<file path="src/rtl/bsg_gear_collector.sv">
// Two-lane element collector: lane 0 fills the even-slot word, lane 1 the odd-slot word; the pair is offered together.
// Optional macro BSG_GEAR_COLLECTOR_FLOWTHRU_EN lets a lane refill in the same cycle its full word is taken.

`ifndef BSG_SAFE_CLOG2
`define BSG_SAFE_CLOG2(x) (((x) == 1) ? 1 : $clog2(x))
`endif

module bsg_gear_collector #(
    parameter int width_p = 8,
    parameter int els_p   = 4
) (
    input  logic                       clk_i,
    input  logic                       reset_n_i,
    input  logic                       v0_i,
    input  logic [width_p-1:0]         data0_i,
    output logic                       ready0_o,
    input  logic                       v1_i,
    input  logic [width_p-1:0]         data1_i,
    output logic                       ready1_o,
    output logic                       v_o,
    output logic [width_p*els_p-1:0]   data0_o,
    output logic [width_p*els_p-1:0]   data1_o,
    input  logic                       yumi_i
);

    localparam int lg_els_lp = `BSG_SAFE_CLOG2(els_p+1);
    localparam logic [lg_els_lp-1:0] els_lp = lg_els_lp'(els_p);

    if ((els_p != 1) && ((els_p % 2) != 0)) begin : g_bad_els
        $error("bsg_gear_collector: els_p must be 1 or even");
    end

    logic                 ready_en_q;
    logic [lg_els_lp-1:0] count_q [2];
    logic [lg_els_lp-1:0] count_d [2];
    logic [lg_els_lp-1:0] wr_idx  [2];
    logic [width_p-1:0]   slot_q  [2][els_p];
    logic [width_p-1:0]   lane_data [2];
    logic [1:0]           lane_v;
    logic [1:0]           full;
    logic [1:0]           ready;
    logic [1:0]           accept;
    logic                 drain;

    assign lane_v       = {v1_i, v0_i};
    assign lane_data[0] = data0_i;
    assign lane_data[1] = data1_i;

    assign full[0] = (count_q[0] == els_lp);
    assign full[1] = (count_q[1] == els_lp);

    // v_o comes only from the counters, so nothing on v*_i can reach it.
    assign v_o   = full[0] & full[1];
    assign drain = yumi_i & v_o;

    assign ready0_o = ready[0];
    assign ready1_o = ready[1];

    always_comb begin
        ready  = '0;
        accept = '0;
        for (int k = 0; k < 2; k++) begin
            wr_idx[k]  = '0;
            count_d[k] = count_q[k];
        end
        for (int k = 0; k < 2; k++) begin
`ifdef BSG_GEAR_COLLECTOR_FLOWTHRU_EN
            ready[k] = ready_en_q & (~full[k] | drain);
`else
            ready[k] = ready_en_q & ~full[k];
`endif
            accept[k] = lane_v[k] & ready[k];
            // A drain restarts the lane, so a same-cycle accept lands in slot 0.
            wr_idx[k]  = drain ? '0 : count_q[k];
            count_d[k] = drain ? lg_els_lp'(accept[k])
                               : count_q[k] + lg_els_lp'(accept[k]);
        end
    end

    always_ff @(posedge clk_i or negedge reset_n_i) begin
        if (!reset_n_i) begin
            ready_en_q <= 1'b0;
            for (int k = 0; k < 2; k++) begin
                count_q[k] <= '0;
                for (int i = 0; i < els_p; i++) begin
                    slot_q[k][i] <= '0;
                end
            end
        end else begin
            ready_en_q <= 1'b1;
            for (int k = 0; k < 2; k++) begin
                count_q[k] <= count_d[k];
                for (int i = 0; i < els_p; i++) begin
                    if (accept[k] && (wr_idx[k] == lg_els_lp'(i))) begin
                        slot_q[k][i] <= lane_data[k];
                    end
                end
            end
        end
    end

    always_comb begin
        data0_o = '0;
        data1_o = '0;
        for (int i = 0; i < els_p; i++) begin
            data0_o[i*width_p +: width_p] = slot_q[0][i];
            data1_o[i*width_p +: width_p] = slot_q[1][i];
        end
    end

`ifndef SYNTHESIS
    always @(posedge clk_i) begin
        if (reset_n_i) begin
            assert (!(yumi_i && !v_o))
                else $warning("bsg_gear_collector: yumi_i while v_o=0 is ignored");
            assert ((count_q[0] <= els_lp) && (count_q[1] <= els_lp))
                else $error("bsg_gear_collector: lane counter exceeded els_p");
        end
    end
`endif

endmodule

</file>
<file path="config.mk">
export PLATFORM = sky130hd
export DESIGN_NAME = bsg_gear_collector
export DESIGN_NICKNAME = d
export VERILOG_FILES = /design/src/rtl/bsg_gear_collector.sv
export SDC_FILE = /design/constraint.sdc
export NUM_CORES = 1
export LEC_CHECK = 0
export CAP_MARGIN = 25
export CORE_UTILIZATION = 42
export DETAILED_ROUTE_END_ITERATION = 8
export GPL_ROUTABILITY_DRIVEN = 0
export PLACE_DENSITY = 0.87
export SETUP_SLACK_MARGIN = 0.05
export SLEW_MARGIN = 20
export SYNTH_ARGS = -nofsm -noshare
export SYNTH_HDL_FRONTEND = slang
export SYNTH_SLANG_ARGS = --single-unit
</file>
<file path="constraint.sdc">
create_clock -name clk_i -period 1.7 [get_ports clk_i]
set_input_delay 0.425 -clock clk_i [delete_from_list [all_inputs] [get_ports clk_i]]
set_output_delay 0.425 -clock clk_i [all_outputs]
set_load 0.03 [all_outputs]
</file>
# --- Yosys cells after proc, flatten, opt, wreduce, memory -nomap -nowiden ---
# Cells that the tools add are included.
classes:
  addsub: 2
  eq_ne: 8
  muxes: 4
  n_bitwise: 8
  n_reduce_logical: 10
op_table:
  columns: ["operator", "count"]
  rows:
  - ["$eq 3x2->1 const B", 4]
  - ["$mux 3", 4]
  - ["$logic_and 1x1->1", 8]
  - ["$add 3x1->3", 2]
  - ["$and 1x1->1", 6]
  - ["$eq 3x1->1 const B", 2]
  - ["$eq 3x3->1 const B", 2]
  - ["$logic_not 3->1", 2]
  - ["$not 1->1", 2]
word_totals:
  reg_bits: 71
  input_bits: 21
  output_inout_bits: 67
  wordCells: 43

# --- Logic depth before layout (Yosys ltp) ---
# Gate-level depths: netlist of run 1.
depth:
  word_depth: 6
  depth_mapped: 7
  depth_no_buf: 7

# --- Worst setup path before layout of run 1 ---
# OpenSTA, ideal clock, no wires.
synth_path:
  path_type: "register to register"
  startpoint: "register count_q[2] (netlist bit)"
  endpoint: "register count_q[2] (netlist bit)"
  setup_ps: 119
  arrival_ps: 1685
  required_time_ps: 1581
  path_slack_ps: -104
  path_stages_with_launch: 8
  n_path_buf: 0
  period_less_slack_ps: 1804
  cell_sequence: "dfrtp_1 > nor3b_1 > nor2b_1 > and2_1 > ha_1 > ha_1 > xor2_1 > and2_1"
synth_rtl:
  columns: ["item", "line", "rtl"]
  rows:
  - ["from (decl)", "34", "logic [lg_els_lp-1:0] count_q [2];"]
  - ["from (signal, indexed assignment)", "92", "count_q[k] <= count_d[k];"]

# --- Final worst setup path of run 1 ---
layout_path:
  startpoint: "register count_q[0] (netlist bit)"
  endpoint: "output v_o"
layout_via:
  elab_chain_len: 2
layout_rtl:
  columns: ["item", "line", "rtl"]
  rows:
  - ["$eq 3x3->1", "50", "assign full[1] = (count_q[1] == els_lp);"]
  - ["$and 1x1->1", "53", "assign v_o = full[0] & full[1];"]
  - ["to (decl)", "20", "output logic v_o,"]
# Every way passes these cells.

==> flow_summary.ini, run 1 <==
[floorplan]
die-area_sq_mm = 0.007279
initial_utilization_pct = 44.64
fp.dieH_microns = 85.32
io_pins = 88
fp.dieW_microns = 85.32
placementRows = 29
core_sq_mm = 0.006531

[detailed_routing]
drt_iter0_drc = 61
firstDrtPassIters = 4
finalWirelength_mm = 6.706
num_vias = 1853
wl_per_cell_microns = 17.98
drc = 0
ant_nets = 0
vias_per_cell = 4.968

[worst_setup_path]
r2r_slack_ns = 0.04
slowest_stage = dfrtp_1
required_ns = 1.27
worstSetupPathDepth = 5
critPathKind = reg2out
reg2reg_depth = 5
startpoint_type = flop
critPathMostFrequentCell = nor2_4
path_max_fanout = 5
crit_chain = buf_4 -> nor2_4 -> nand2_2 -> nor2_4 -> buf_6
critPathBufInv = 2
critPathTopFamily = flip-flops
max_stage_delay_ns = 0.40
worstPathArrival_ns = 1.32
crit_path_end_kind = output pin

[cts]
root_buffer = clkbuf_8
clkTransAtPathRegs_ns = 0.07
cts.sinks = 71
htreeDepth = 3
cts.path.max_buffers = 2
cts_tree = done
clock_latency_ns = 0.34
cts_inserted_buffers = 9

[layout]
n_antenna_cell = 0
fin_nets = 316
fill_cells = 488
syn_to_final_growth_pct = 48.58
drive_gt1_share_pct = 38.85
fin_util_pct = 66.32

[power_and_ir_drop]
power.density_mw_per_mm2 = 2071
p_leak_nw = 2.092
finalPower_mw = 8.973
vdd_ir_drop_max_uv = 923.0

[placed_design]
port_buffers = 87
dp_hpwl_mm = 4.574

[logic_synthesis]
synth_seq_cells = 71
yosys.area.top_type_share_pct = 60.94
syn_area_sq_mm = 0.002915
yosys-top-cells-area = dfrtp_1 (61%), mux2_4 (16%), mux2_1 (6.6%), mux2_2 (5.8%), and2_1 (1.7%)
yosysTopAreaCell = dfrtp_1
avgSynthCellArea_sq_um = 16.85
synth-seq-area-share_pct = 60.94
synth.distinct_cells = 19
synth_nets = 198
synth_warnings = 0
synth_cells = 173

[sta]
layout_setup_ws_ns = -0.04814
skew_ns = 0.01231
setup_viol = 3
fin_crit_ns = 1.748
fmax_ghz = 0.5720
drv_slew = 0
hold_viol = 0
rsz0062_at_grt = yes
timing.final.crit_share_pct = 102.8

[worst_hold_path]
hold_path.class = in2async

[run_status]
violations = negative setup slack
status = finished, violations left

[global_route]
grt_pass1_vias = 2044
antenna_found_initial = 0
grt_max_degree = 72
overflow = 0
grt_pass1_wl_mm = 10.72
grt_usage_pct = 19.71

[job]
max_cap_viol_count = 0
==> worst reg2reg max path, stage by stage (launching register included) <==
cell and delay (ns):
dfrtp_1 0.41, buf_6 0.14, and3b_4 0.33, and3b_2 0.23, buf_12 0.15, mux2_4 0.30
==> path summary, 6_finish.rpt <==
path / end / from
worst max-delay path: v_o / count_q[0]$_DFF_PN0_
worst min-delay path: data0_o[4]$_DFFE_PN0P_ / reset_n_i
worst max register to register: data0_o[9]$_DFFE_PN0P_ / count_q[5]$_DFF_PN0_
worst min register to register: data0_o[26]$_DFFE_PN0P_ / data0_o[26]$_DFFE_PN0P_
max in group asynchronous: data1_o[18]$_DFFE_PN0P_ / reset_n_i
min in group clk_i: data0_o[26]$_DFFE_PN0P_ / data0_o[26]$_DFFE_PN0P_
==> routing by layer <==
layer	up-vias	global-route usage (%)	wire (microns)
met5	-	0	0
met4	0	8.333	132
met3	8	5.253	230
met2	46	33.94	3587
met1	959	23.40	2756
li1	840	-	-
==> Yosys cell counts <==
master,number
and3b_4,1
nor2_1,3
nand3_2,2
nor3b_1,1
mux2_4,32
conb_1,1
mux2_1,17
dfrtp_1,71
xor2_1,2
ha_1,4
nand2_2,1
mux2_2,15
and3b_1,5
nand4_1,1
nand2_1,3
buf_6,4
and2_1,8
nor2b_1,1
and3_1,1
==> cell usage in the layout (no fill, tap or decap) <==
cell type and n:
buf_4 14, and2_1 6, xor2_1 2, buf_6 6, buf_2 2, nor3b_4 1
nor2_4 2, bufinv_16 1, ha_4 4, nor2_2 1, clkbuf_8 10, nand2_2 2
and3b_4 1, buf_12 6, and2_4 2, dfrtp_1 70, conb_1 1, nand4_1 1
nand2_1 1, mux2_4 32, nand2_4 1, nor2b_4 1, clkinv_2 3, mux2_1 17
clkinvlp_4 2, clkdlybuf4s50_1 19, dfrtp_2 1, mux2_2 15, and3b_2 5, dlygate4sd2_1 64
nand3_2 2, and3_4 1
==> area by class of cell <==
class	instances	area (sq um)	area share, %
Clock buffer	10	137.6	3.177
Clock inverter	6	60.06	1.386
Multi-Input combinational cell	98	1206	27.85
Sequential cell	71	1778	41.05
Tap cell	77	96.34	2.224
Timing Repair Buffer	111	1054	24.32
==> power breakdown <==
group,internal (mW),switching [mW]
combinational,2.07,2.59
clock,0.709,0.627
sequential,2.52,0.459
==> repair_timing <==
item,in CTS,in global routing
endpoints found under the setup margin,71,42
hold buffers,0,0
resized for setup,90,12
setup buffers,5,4
pin swaps,9,9
==> registers in the layout (all words and copies together), names as in the netlist <==
register    flops
count_q         6
data0_o        32
data1_o        32
ready_en_q      1
==> through the flow <==
stage          hold WS, ns  TNS (ns)  cell area, sq um  setup WS, ns  cells
2_1_floorplan       0.1294         0              2950       0.05663    173
3_3_place_gp        0.4730    -9.642              4060       -0.2066    349
3_5_place_dp        0.4765    -11.29              4060       -0.2333    349
4_1_cts             0.1089   -0.2348              4277       -0.1249    370
5_1_grt             0.1197   -0.3506              4332       -0.1066    373
6_report            0.1026   -0.1046              4332      -0.04814    373
==> logic make-up (layout without fill, tap and decap cells) <==
| group | count (synthesis) | in the layout | synth area share [%] |
|---|---|---|---|
| adders and majority gates | 4 | 4 | 1.717 |
| DFF | 71 | 71 | 60.94 |
| muxes | 64 | 64 | 28.84 |
| xor gates and xnor gates | 2 | 2 | 0.6010 |
| other | 1 | 1 | 0.1286 |
| and+or+nand+nor | 27 | 27 | 6.224 |
| buffers and inverters | 4 | 127 | 1.545 |
(Power assumes the default switching activity.)
==> inputs of run 2 (changes only) <==
Settings changed: CORE_ASPECT_RATIO from default to 1.4, CORE_UTILIZATION 42 to 56, DONT_BUFFER_PORTS from default to 1, PLACE_DENSITY 0.87 to 0.85.
==> run 2 against run 1 <==
Final cell count shrank 28%. Non-clock buffer count shrank 91. Highest routed layer unchanged. Combinational power shrank 61%. Sequential power grew 57%. Global-route usage grew 2.3 points. Total power shrank 9.9%. Clock skew shrank 0.00089 ns. Clock power grew 17%. The flow finishes with violations (negative hold slack, negative setup slack). First-iteration DRC count grew 62%. Hold slack lost 0.33 ns. Routed wire length shrank 15%. Utilization grew 4.3 points.
==> flow_summary.ini, run 2 (synthesis gave the netlist of run 1 again) <==
[sta]
drv_slew = 0
skew_ns = 0.01143
setup_viol = 3
fmax_ghz = 0.5627
timing.final.crit_share_pct = 104.5
fin_crit_ns = 1.777
hold_slack_ns = -0.2238
layout_setup_ws_ns = -0.07718
rsz0062_at_grt = yes
fin_tns_setup_ns = -0.1964
hold_viol = 71

[cts]
clkTransAtPathRegs_ns = 0.07
cts_tree = done
cts.sinks = 71
cts_inserted_buffers = 9
cts.path.max_buffers = 2
root_buffer = clkbuf_8
clock_latency_ns = 0.34
htreeDepth = 3

[detailed_routing]
ant_nets = 0
num_vias = 1530
firstDrtPassIters = 4
drc = 0
finalWirelength_mm = 5.717
vias_per_cell = 5.688
wl_per_cell_microns = 21.25
drt_iter0_drc = 99

[power_and_ir_drop]
finalPower_mw = 8.082
p_leak_nw = 1.604
power.density_mw_per_mm2 = 2328
vdd_ir_drop_max_uv = 1135

[placed_design]
dp_hpwl_mm = 3.898
port_buffers = 0

[layout]
fill_cells = 316
syn_to_final_growth_pct = 19.06
regArea_sq_mm = 0.001778
final_cell_mix = dfrtp_1 (70), mux2_4 (32), mux2_1 (17), mux2_2 (15), buf_4 (12)
n_antenna_cell = 0
drive_gt1_share_pct = 47.80
mostFrequentLayoutCell = dfrtp_1
multiInputGateArea_sq_mm = 0.001161
fin_nets = 225

[global_route]
grt_max_degree = 72
overflow = 0
grt_usage_pct = 22.00
grt_pass1_vias = 1780
antenna_found_initial = 0
grt_pass1_wl_mm = 8.990

[floorplan]
fp.dieW_microns = 62.98
io_pins = 88
die-area_sq_mm = 0.005503
placementRows = 30
core_sq_mm = 0.004917
initial_utilization_pct = 59.29
fp.dieH_microns = 87.37

[worst_setup_path]
startpoint_type = flop
worstPathArrival_ns = 1.35
path_max_fanout = 2
crit_path_end_kind = output pin
required_ns = 1.27
critPathKind = reg2out

[run_status]
status = finished, violations left
violations = negative hold slack, negative setup slack

[job]
max_cap_viol_count = 0

[worst_hold_path]
hold_path.class = in2async
## run 2: cell count changes in the layout (fill, tap and decap cells not counted), moves of 5 or more
cell             previous run  this run
and3b_2                     5         0
dlygate4sd2_1              64         0
clkdlybuf4s50_1            19         0
and3b_1                     0         5
## run 2: path summary, 6_finish.rpt
kind	end	startpoint	cells after the start	slack [ns]
setup / recovery	ready1_o	count_q[0]$_DFF_PN0_	4	-0.08
hold / removal	data0_o[0]$_DFFE_PN0P_	reset_n_i	0	-0.22
setup reg to reg	count_q[2]$_DFF_PN0_	count_q[0]$_DFF_PN0_	8	-0.05
hold reg to reg	count_q[5]$_DFF_PN0_	count_q[5]$_DFF_PN0_	2	0.69
max in group asynchronous	count_q[1]$_DFF_PN0_	reset_n_i	0	1.80
min in group clk_i	data1_o[24]$_DFFE_PN0P_	data1_i[0]	1	0.21
## run 2: per-layer routing
layer / wire (microns) / vias to the layer above / track usage [%]
li1: - / 656 / -
met1: 1997 / 781 / 21.66
met2: 3088 / 81 / 40.18
met3: 519 / 12 / 9.817
met4: 112 / 0 / 8.034
met5: 0 / - / 0
## run 2: area by class of cell
cell class	instances	area share, %
flip-flops and latches	71	51.23
multi-input cells	98	33.45
repair buffers	20	6.200
clock buffers	10	3.677
clock inverters	6	3.136
well taps	64	2.307
## run 2: worst max-delay path: stages, from the launching register on
cell     delay [ns]
dfrtp_1        0.42
buf_6          0.13
nor3b_4        0.25
nor2b_4        0.08
buf_6          0.14
## run 2: metrics by stage
stage | cell area [sq um] | std cells | util [%] | setup WS, ns
finish | 3471 | 269 | 70.59 | -0.07718
global route | 3471 | 269 | 70.59 | -0.1294
CTS | 3395 | 262 | 69.03 | -0.06526
detailed placement | 3110 | 243 | 63.26 | 0.02588
global placement | 3110 | 243 | 63.26 | 0.1441
floorplan | 2950 | 173 | - | 0.05663
## run 2: power breakdown
group          total, mW  leakage, nW  switching [mW]  internal [mW]
logic               1.82        0.623           0.593           1.23
registers           4.69        0.861            2.19           2.50
clock network       1.57        0.120           0.597          0.972
total               8.08         1.60            3.38           4.70
## run 2: timing repair
item | in CTS | in global routing
resized for setup | 8 | 5
pin swaps | 2 | 3
endpoints found under the setup margin | 5 | 5
cloned | 0 | 0
endpoints found under the hold margin | 71 | 71
setup buffers | 3 | 7
==> variant 1: new RTL, config.mk and constraints of run 2 <==
The parameter `width_p` goes from 8 to 10.
--- a/src/rtl/bsg_gear_collector.sv
+++ b/src/rtl/bsg_gear_collector.sv
@@ -7,5 +7,5 @@
 
 module bsg_gear_collector #(
-    parameter int width_p = 8,
+    parameter int width_p = 10,
     parameter int els_p   = 4
 ) (
Ports: changed (resized data0_i, data0_o, data1_i and data1_o); port bits go from 88 to 108. The function was not compared with the original's and may differ.
==> variant 1 against run 2 <==
- the run still ends with hold timing, setup timing left
- utilization down 3.2 points
- critical path depth unchanged
- non-clock buffer count down 3
- worst setup slack better by 0.021 ns
- total power up 14%
- wire length up 10%
- cell area up 16%
- first-iteration DRC count down 70%
- via count up 15%
- synthesized area up 21%
- sequential cell count up 16
==> variant 1: results (changes against run 2) <==
| Metric | Value |
|---|---|
| Outcome | finished with violations |
| Failing checks | hold timing, setup timing |
| Clock Latency Late Sink | 0.35 ns |
| First-pass GRT wire length | 9798 µm (+9.0%) |
| Seq pwr share | 0.623 (+0.043) |
| Sequential share of the synthesized area | 0.6157 (+0.006269) |
| Pin count of the biggest net entering global routing | 88 (+22%) |
| Skew final | 0.005518 ns (-0.005909 ns) |
| Via count | 1,753 (+15%) |
| Number of vias per cell | 5.766 (+1.4%) |
| Ys Warns | 0 (unchanged) |
| Met1 wire length | 2390 µm (+20%) |
| TritonCTS Buffers | 9 (unchanged) |
| DP Area | 0.003746 mm² (+20%) |
| Max incr delay on CP | 0.42 ns (about the same) |
| Fin crit period | 1.756 ns (-0.02129 ns) |
| Met2 GRT Util | 0.3350 (-0.06681) |
| Worst setup margin | -0.05590 ns (+0.02129 ns) |
| Sw frac | 0.4371 (+0.01889) |
| First DRT Iteration DRCs | 30 (-70%) |
| Largest family of logic cells by synthesized area | multiplexers |
| Met3 wire length | 576 µm (+11%) |
| Overall Power | 9.194 mW (+14%) |
| Nets | 258 (+15%) |
| Post-synthesis compound-gate area fraction | 0 (unchanged) |
| Clock Tree Buf Depth | 2 (unchanged) |
| Gr usage total | 0.1946 (-0.02539) |
| P_comb | 2.07 mW (+14%) |
| Initial antenna violation count | 0 (unchanged) |
| Post-Syn Instances | 205 (+18%) |
| Max IR drop VDD | 0.001147 V (+1.0%) |
| Final hold vios | 87 (+23%) |
| Syn_nets | 234 (+18%) |
| Pre-CTS setup slack | 0.06221 ns (+0.03633 ns) |
| Most frequent cell after synthesis | dfrtp_1 |
| Post-synthesis adder-cell area fraction | 0.01415 (-0.003013) |
| # setup viols final | 3 (unchanged) |
| Xor/xnor share of the synthesized area | 0.004954 (-0.001055) |
| Post-synth top cells | dfrtp_1, mux2_4, mux2_2 |
| P_leak | 1.849 nW (+15%) |
| Hold crit path type | in -> async |
| WL per Instance | 20.73 µm (-2.5%) |
| Fill cells | 390 (+23%) |
| CP delay by family, top | flip-flops |
| Met1 Usage GRT | 0.2095 (-0.007130) |
| Distinct cell type count after synthesis | 20 (+1) |
| Worst hold margin | -0.2394 ns (-0.01554 ns) |
| Main area contributors after synthesis | dfrtp_1, mux2_4, mux2_2 |
| GR Layer Usage met3 | 0.07958 (-0.01859) |
| Setup TNS | -0.1273 ns (+0.06909 ns) |
| Wire length on met2 | 3236 µm (+4.8%) |
| Vias in the first global route | 1,961 (+10%) |
| Layout cell share with drive strength beyond 1 | 0.5128 (+0.03477) |
| Clk slew on worst S/H paths | 0.08 ns |
| DP Cell Count | 282 (+16%) |
| Critical path arrival | 1.33 ns (-0.02 ns) |
| Mux share of post-synthesis cell area | 0.2972 (+0.008828) |
| Dpl hpwl | 4355 µm (+12%) |
| Worst path slowest cell | dfrtp_2 |
[variant 1: final timing paths]
check / from / end / slack, ns / cells past startpoint
worst max-delay path: count_q[1] / ready1_o / -0.06 / 4
worst min-delay path: reset_n_i / data0_o[15] / -0.24 / 0
worst max register to register: count_q[1] / count_q[2] / -0.02 / 8
worst min register to register: count_q[2] / count_q[2] / 0.68 / 2
max in group asynchronous: reset_n_i / data1_o[27] / 1.83 / 0
min in group clk_i: data0_i[8] / data0_o[8] / 0.20 / 1
[variant 1: final cells by class]
type | instances | area (µm²) | area share
clock inverter | 6 | 71.32 | 0.01769
tap | 70 | 87.58 | 0.02173
sequential | 87 | 2178 | 0.5403
multi-input combinational | 114 | 1370 | 0.3398
clock buffer | 10 | 127.6 | 0.03166
timing repair buffer | 17 | 196.4 | 0.04873
[variant 1: repair_timing]
item | 4_1_cts | 5_1_grt
gates resized for setup | 8 | 5
endpoints found under the setup margin | 4 | 6
pin swaps | 2 | 4
buffers inserted | 3 | 3
endpoints found under the hold margin | 87 | 87
==> variant 2: new RTL, flow settings as in run 2 <==
Made on the original files. Add a define of `BSG_GEAR_COLLECTOR_FLOWTHRU_EN`.
--- a/src/rtl/bsg_gear_collector.sv
+++ b/src/rtl/bsg_gear_collector.sv
@@ -1,4 +1,6 @@
 // Two-lane element collector: lane 0 fills the even-slot word, lane 1 the odd-slot word; the pair is offered together.
 // Optional macro BSG_GEAR_COLLECTOR_FLOWTHRU_EN lets a lane refill in the same cycle its full word is taken.
+
+`define BSG_GEAR_COLLECTOR_FLOWTHRU_EN
 
 `ifndef BSG_SAFE_CLOG2
Behaviour: not the same (a bounded check fails within 10 cycles, from zero or initial values and one cycle with reset_n_i low).
==> variant 2 against run 2 <==
- the run still ends with hold timing, setup timing left
- via count is 9.0% higher
- cell area grew 7.1%
- sequential cell count is the same
- utilization increased by 5.0 points
- total power up 3.5%
- synthesized area shrank 0.77%
- wire length grew 19%
- worst setup slack got worse by 0.15 ns
- fmax down 7.8%
- clock skew fell by 0.0051 ns
- critical path type unchanged
- largest cell class unchanged
==> variant 2: results (changes against run 2) <==
| Metric | Value |
|---|---|
| Sequential share of the synthesized area | 0.6142 (+0.004745) |
| Non-clk buf share | 0.08081 (+0.01880) |
| Worst Path Max Fanout | 5 (+3) |
| Nets | 242 (+7.6%) |
| Gr usage total | 0.2407 (+0.02073) |
| Reg-to-Reg Start | count_q[1] |
| Worst hold margin | -0.2262 ns (-0.002320 ns) |
| Final hold vios | 71 (unchanged) |
| Failing checks | hold timing, setup timing |
| Overall Power | 8.365 mW (+3.5%) |
| Reg2reg path depth | 6 (-2) |
| NetSw | 3.684 mW (+9.0%) |
| Layout clock buffers | 9 (-1) |
| R2r setup slk | -0.18 ns (-0.13 ns) |
| Worst R2R End | data0_o[7] |
| Bufs w/o clock | 32 (+60%) |
| P_comb | 2.44 mW (+34%) |
| Via count | 1,668 (+9.0%) |
| Dpl hpwl | 4047 µm (+3.8%) |
| Worst setup margin | -0.2265 ns (-0.1494 ns) |
| Max IR drop VDD | 0.001404 V (+24%) |
| Sequential cell area share | 0.4788 (-0.03347) |
| P_leak | 1.630 nW (+1.6%) |
| # setup viols final | 37 (+34) |
| First DRT Iteration DRCs | 69 (-30%) |
| Clock-cell share of area | 0.05017 (-0.01796) |
| Outcome | finished with violations |
| Critical path arrival | 1.50 ns (+0.15 ns) |
| CP delay by family, top | simple AND/OR/NAND/NOR gates |
==> variant 2: cell count changes in the layout (fill, tap and decap cells not counted), sizes merged, moves of 3 or more <==
cell,delta
and2,-6
and3b,-6
buf,+12
nand4bb,+3
nor4b,+3
o21ai,+4
==> variant 2: timing repair <==
action / in CTS / in global routing
buffers inserted: 9 / 6
endpoints found under the setup margin: 29 / 58
pin swaps: 12 / 9
endpoints found under the hold margin: 71 / 71
gates resized for setup: 34 / 44
==> variant 2: metrics by stage <==
step	util	hold WS, ns	TNS (ns)	setup slack [ns]	std cells
final	0.7557	-0.2262	-4.107	-0.2265	285
after global routing	0.7557	-0.2466	-5.719	-0.2623	285
after CTS	0.7089	-0.2346	-1.451	-0.1818	280
after floorplan	-	0.1294	-0.7863	-0.05192	178
after detailed placement	0.6313	0.1308	-0.2830	-0.03320	257
after global placement	0.6313	0.1309	0	0.05174	257
==> variant 2: worst max path at each step <==
stage / start / to / slack, ns
floorplan: count_q[3] / data1_o[0] / -0.05
global placement: count_q[1] / data0_o[6] / 0.05
detailed placement: count_q[1] / data1_o[29] / -0.03
CTS: count_q[1] / ready0_o / -0.18
global route: count_q[1] / ready0_o / -0.26
finish: count_q[1] / ready0_o / -0.23
==> variant 2: routing by layer <==
layer / share of wire / vias to the layer above / GRT usage
li1: - / 714 / -
met1: 0.35 / 853 / 0.2402
met2: 0.54 / 88 / 0.4466
met3: 0.085 / 13 / 0.08377
met4: 0.021 / 0 / 0.1078
met5: 0 / - / 0
==> variant 2: cell families after synthesis <==
group,count (synthesis),share of synthesized area
flip-flops,71,0.6142
XOR/XNOR,2,0.006056
other,1,0.001296
AO/OA/AOI/OAI,10,0.03504
AND/OR/NAND/NOR,22,0.06964
buffers and inverters,4,0.007353
adder cells (fa/ha/maj),4,0.01730
multiplexers,64,0.2491
